[src/rtl/alu_arbiter.sv]
// alu_arbiter: shares one combinational ALU between two requesters.
// Round-robin (or fixed-priority) grant, one operation in flight,
// registered ALU operands, and a registered valid/ready response tagged
// with the requester ID.
module alu_arbiter #(
    parameter int WIDTH  = 32,
    parameter int CTRL_W = 4,
    parameter bit RR     = 1'b1
) (
    input  logic              clk,
    input  logic              rst_n,
    input  logic              r0_req,
    input  logic [CTRL_W-1:0] r0_ctr,
    input  logic [WIDTH-1:0]  r0_a,
    input  logic [WIDTH-1:0]  r0_b,
    output logic              r0_gnt,
    input  logic              r1_req,
    input  logic [CTRL_W-1:0] r1_ctr,
    input  logic [WIDTH-1:0]  r1_a,
    input  logic [WIDTH-1:0]  r1_b,
    output logic              r1_gnt,
    output logic [WIDTH-1:0]  alu_busA,
    output logic [WIDTH-1:0]  alu_busB,
    output logic [CTRL_W-1:0] alu_ctr,
    input  logic [WIDTH-1:0]  alu_out,
    input  logic              alu_over,
    output logic              rsp_valid,
    input  logic              rsp_ready,
    output logic              rsp_id,
    output logic [WIDTH-1:0]  rsp_data,
    output logic              rsp_over,
    output logic              rsp_err
);

    localparam logic [CTRL_W-1:0] OP_ADD = '0;
    localparam logic [CTRL_W-1:0] OP_MAX = CTRL_W'(4);

    typedef enum logic [1:0] {
        IDLE = 2'd0,
        EXEC = 2'd1,
        RESP = 2'd2
    } state_t;

    state_t state;
    logic   last;      // requester granted most recently
    logic   cur_id;    // requester owning the op in flight
    logic   gnt_any;
    logic   gnt_r1;
    logic   op_err;

    // Grant decision: only in IDLE and never while reset is asserted
    always_comb begin
        gnt_any = 1'b0;
        gnt_r1  = 1'b0;
        if (rst_n && (state == IDLE)) begin
            gnt_any = r0_req | r1_req;
            if (r0_req && r1_req) begin
                gnt_r1 = RR ? ~last : 1'b0;
            end else begin
                gnt_r1 = r1_req;
            end
        end
    end

    assign r0_gnt = gnt_any & ~gnt_r1;
    assign r1_gnt = gnt_any &  gnt_r1;
    assign op_err = (alu_ctr > OP_MAX);

    // Operation FSM: issue operands, capture ALU result, hold response until accepted
    always_ff @(posedge clk or negedge rst_n) begin
        if (!rst_n) begin
            state     <= IDLE;
            last      <= 1'b1;
            cur_id    <= 1'b0;
            alu_busA  <= '0;
            alu_busB  <= '0;
            alu_ctr   <= '0;
            rsp_valid <= 1'b0;
            rsp_id    <= 1'b0;
            rsp_data  <= '0;
            rsp_over  <= 1'b0;
            rsp_err   <= 1'b0;
        end else begin
            case (state)
                IDLE: begin
                    if (gnt_any) begin
                        alu_busA <= gnt_r1 ? r1_a   : r0_a;
                        alu_busB <= gnt_r1 ? r1_b   : r0_b;
                        alu_ctr  <= gnt_r1 ? r1_ctr : r0_ctr;
                        cur_id   <= gnt_r1;
                        last     <= gnt_r1;
                        state    <= EXEC;
                    end
                end
                EXEC: begin
                    rsp_valid <= 1'b1;
                    rsp_id    <= cur_id;
                    rsp_data  <= op_err ? '0 : alu_out;
                    rsp_over  <= ~op_err & alu_over & (alu_ctr == OP_ADD);
                    rsp_err   <= op_err;
                    state     <= RESP;
                end
                RESP: begin
                    if (rsp_ready) begin
                        rsp_valid <= 1'b0;
                        state     <= IDLE;
                    end
                end
                default: state <= IDLE;
            endcase
        end
    end

endmodule

[config.mk]
export PLATFORM = sky130hd
export DESIGN_NAME = alu_arbiter
export DESIGN_NICKNAME = d
export VERILOG_FILES = /design/src/rtl/alu_arbiter.sv
export SDC_FILE = /design/constraint.sdc
export NUM_CORES = 1
export LEC_CHECK = 0
export ABC_AREA = 1
export CAP_MARGIN = 15
export CORE_ASPECT_RATIO = 0.6
export CORE_UTILIZATION = 41
export CTS_CLUSTER_DIAMETER = 120
export DETAILED_ROUTE_END_ITERATION = 10
export PLACE_DENSITY = 0.84
export SYNTH_ARGS = -nofsm -noshare
export SYNTH_HDL_FRONTEND = slang
export SYNTH_SLANG_ARGS = --single-unit
[constraint.sdc]
create_clock -name clk -period 3.7 [get_ports clk]
set_input_delay 0.555 -clock clk [delete_from_list [all_inputs] [get_ports clk]]
set_output_delay 0.555 -clock clk [all_outputs]
set_load 0.01 [all_outputs]
==> flow_metrics.env <==
export IMPL_status="complete, no violations"
export IMPL_switchingPower_uw=1930
export IMPL_finalHoldViolations=0
export IMPL_dieHeight_um=86.5
export IMPL_syn_inst=607
export IMPL_cts_root_buffer="clkbuf_16"
export IMPL_fin_area_mm2=0.00805
export IMPL_gr_total_overflow=0
export IMPL_n_antenna_cell=0
export IMPL_crit_fanout=13
export IMPL_antenna_left=0
export IMPL_drc=0
export IMPL_drv_slew=0
export IMPL_dp_hpwl_mm=12.1
export IMPL_worstPathRequired_ns=3.14
export IMPL_synth_cell_types=21
export IMPL_die_area_mm2=0.0123
export IMPL_clk_pin_slew_ns=0.08
export IMPL_portBuffers=279
export IMPL_num_io_pins=280
export IMPL_tightest_slew_ns=0.962
export IMPL_grt_pass1_vias=5053
export IMPL_synth_most_common_cell="nand2_1"
export IMPL_cts_resized=0
export IMPL_fin_util_pct=70.3
export IMPL_cp_arrival_ns=2.16
export IMPL_yosys_area_top_type="dfrtp_1"
export IMPL_cap_violations=0
export IMPL_clock_latency_ns=0.34
export IMPL_dr_wl_met3_mm=1.49
export IMPL_rows=30
export IMPL_grt_usage_pct=27.7
export IMPL_synth_edf_count=0
export IMPL_synth_area_leaders="dfrtp_1 55%, nand2_1 21%, nand4_1 6.5%, nand3_1 5.4%, nor2_1 2.8%"
export IMPL_switching_share_pct=35.5
export IMPL_cts_sinks=108
export IMPL_cts_setup_buffers=0
export IMPL_highest_layer="met4"
export IMPL_finalSetupViolCount=0
export IMPL_end_kind="primary output"
export IMPL_synth_top_family_by_area="simple AND/OR/NAND/NOR gates"
export IMPL_r2r_start="state[1]"
export IMPL_vias_per_cell=4.97
export IMPL_cts_buffers=9
export IMPL_wl_per_cell_um=16.4
export IMPL_syn_area_per_cell_um2=8.03
export IMPL_yosysWarnings=0
export IMPL_met2_length_mm=8.48
export IMPL_max_slew_margin_pct=35.9
export IMPL_cts_tree="yes"
export IMPL_routabilityCongestion=0.865
export IMPL_rsz0062_at_grt="no"
export IMPL_cts_htree_levels=3
export IMPL_grt_pass1_wl_mm=26.1
export IMPL_synth_compound_area_share_pct=0.898
export IMPL_nNetsFinal=1041
export IMPL_hold_class="input pin to async pin"
export IMPL_p_int_uw=3500
export IMPL_whs_ns=0.292
export IMPL_synth_mux_area_share_pct=0
export IMPL_comb_power_share_pct=45.5
export IMPL_antenna_found_initial=0
export IMPL_drtIter0Drc=240
export IMPL_setup_tns_ns=0
export IMPL_max_clock_freq_ghz=0.368
export IMPL_leakage_uw=0.00381
export IMPL_synth_simple_gate_area_share_pct=37.4
export IMPL_async_flop_share_pct=100
export IMPL_dr_total_vias=5134
export IMPL_wl_met1_mm=6.63
export IMPL_ys_seq_elements=108
export IMPL_ys_seq_area_share_pct=55.5
export IMPL_finalClockSkew_ns=0.0106
export IMPL_synth_fa_ha_area_share_pct=0
export IMPL_fin_crit_sh_pct=73.4
export IMPL_die_w_um=143
export IMPL_synth_top_area_share_pct=54.9
export IMPL_synth_ff_type="dfrtp_1"
export IMPL_synth_common_cells="278 x nand2_1, 107 x dfrtp_1, 53 x nand3_1, 51 x nand4_1, 37 x nor2_1"
export IMPL_period_needed_ns=2.72
export IMPL_drive_gt1_share_pct=4.13
export IMPL_grt_max_degree=88
export IMPL_initial_core_util_pct=42.6
export IMPL_cts_hold_buffers=0
export IMPL_area_growth_pct=65.1
export IMPL_core_area_mm2=0.0114
export IMPL_final_cells=1032
export IMPL_synth_area_mm2=0.00488
export IMPL_placed_cells=1015
export IMPL_crit_type="flop to primary output"
export IMPL_syn_num_nets=781
export IMPL_clkPwrFrac_pct=17.2
export IMPL_power_density_mw_per_mm2=674
export IMPL_max_vdd_ir_drop_v=0.000355
export IMPL_wirelength_mm=16.9
export IMPL_critPathLaunchType="flop"
export IMPL_startpoint="state[1]"
export IMPL_cts_buffer_depth=2
export IMPL_seq_power_share_pct=37.3
export IMPL_drtPass1Iterations=4
export IMPL_synth_xor_area_share_pct=0
export IMPL_place_area_mm2=0.00774
==> flip-flops by register name (all words and copies together), names as in the netlist <==
| signal | flops |
|---|---|
| last | 1 |
| rsp_over | 1 |
| rsp_id | 1 |
| alu_busB | 32 |
| rsp_err | 1 |
| alu_ctr | 4 |
| alu_busA | 32 |
| state | 2 |
| rsp_data | 32 |
| cur_id | 1 |
| rsp_valid | 1 |
==> cell type report <==
cell class	count	area [um2]
Inverter	29	109
Tap cell	160	200
Timing Repair Buffer	287	2870
Clock buffer	9	225
Clock inverter	7	58.8
Multi-Input combinational cell	432	1880
Sequential cell	108	2700
Fill cell	892	3400
==> critical path, cell delays in order, from the launching register on <==
cell             delay, ns
dfrtp_1               0.44
nor2_2                0.27
nand2_1               0.19
nor2_4                0.32
clkdlybuf4s50_1       0.60
==> power by group through the flow <==
stage / logic (uW) / registers, uW / clock network (uW)
final: 2470 / 2030 / 931
after global placement: 2410 / 2000 / 0
after CTS: 2480 / 2030 / 956
after floorplan: 729 / 2250 / 0
after detailed placement: 2470 / 2030 / 0
after global routing: 2670 / 2090 / 996
==> kinds of logic (layout without fill, tap and decap cells) <==
kind of cell | after synthesis | in the layout
and+or+nand+nor | 426 | 426
DFF | 108 | 108
AOI/OAI and AO/OA | 6 | 6
buffers and inverters | 67 | 332
==> routing by layer <==
layer  track usage, %  vias to the layer above
met5                0                        -
met4             7.92                        0
met3             9.61                       23
met2             48.3                      214
met1             32.5                     2439
li1                 -                     2458
==> layout by cell type, fill, tap and decap left out, drive strengths merged <==
| master | instances |
|---|---|
| a21oi | 1 |
| buf | 9 |
| clkbuf | 9 |
| clkdlybuf4s50 | 278 |
| clkinv | 4 |
| dfrtp | 107 |
| dfstp | 1 |
| inv | 32 |
| nand2 | 279 |
| nand3 | 54 |
| nand4 | 52 |
| nor2 | 41 |
| o21ai | 4 |
| o31ai | 1 |
==> path summary, 6_finish.rpt <==
path / to / slack, ns / cells after the start
hold reg to reg: last / 0.48 / 2
setup reg to reg: alu_busA[13] / 1.70 / 6
min in group clk: last / 0.48 / 2
hold / removal: alu_busA[5] / 0.29 / 2
setup / recovery: r1_gnt / 0.98 / 4
max in group asynchronous: alu_busB[18] / 2.60 / 2
==> per-stage QoR <==
step	worst slack, ns	power (uW)
finish	0.983	5430
global route	0.872	5750
CTS	0.970	5460
detailed placement	1.04	4500
global placement	1.08	4410
floorplan	1.84	2970
Power figures use the tool's default switching activity.
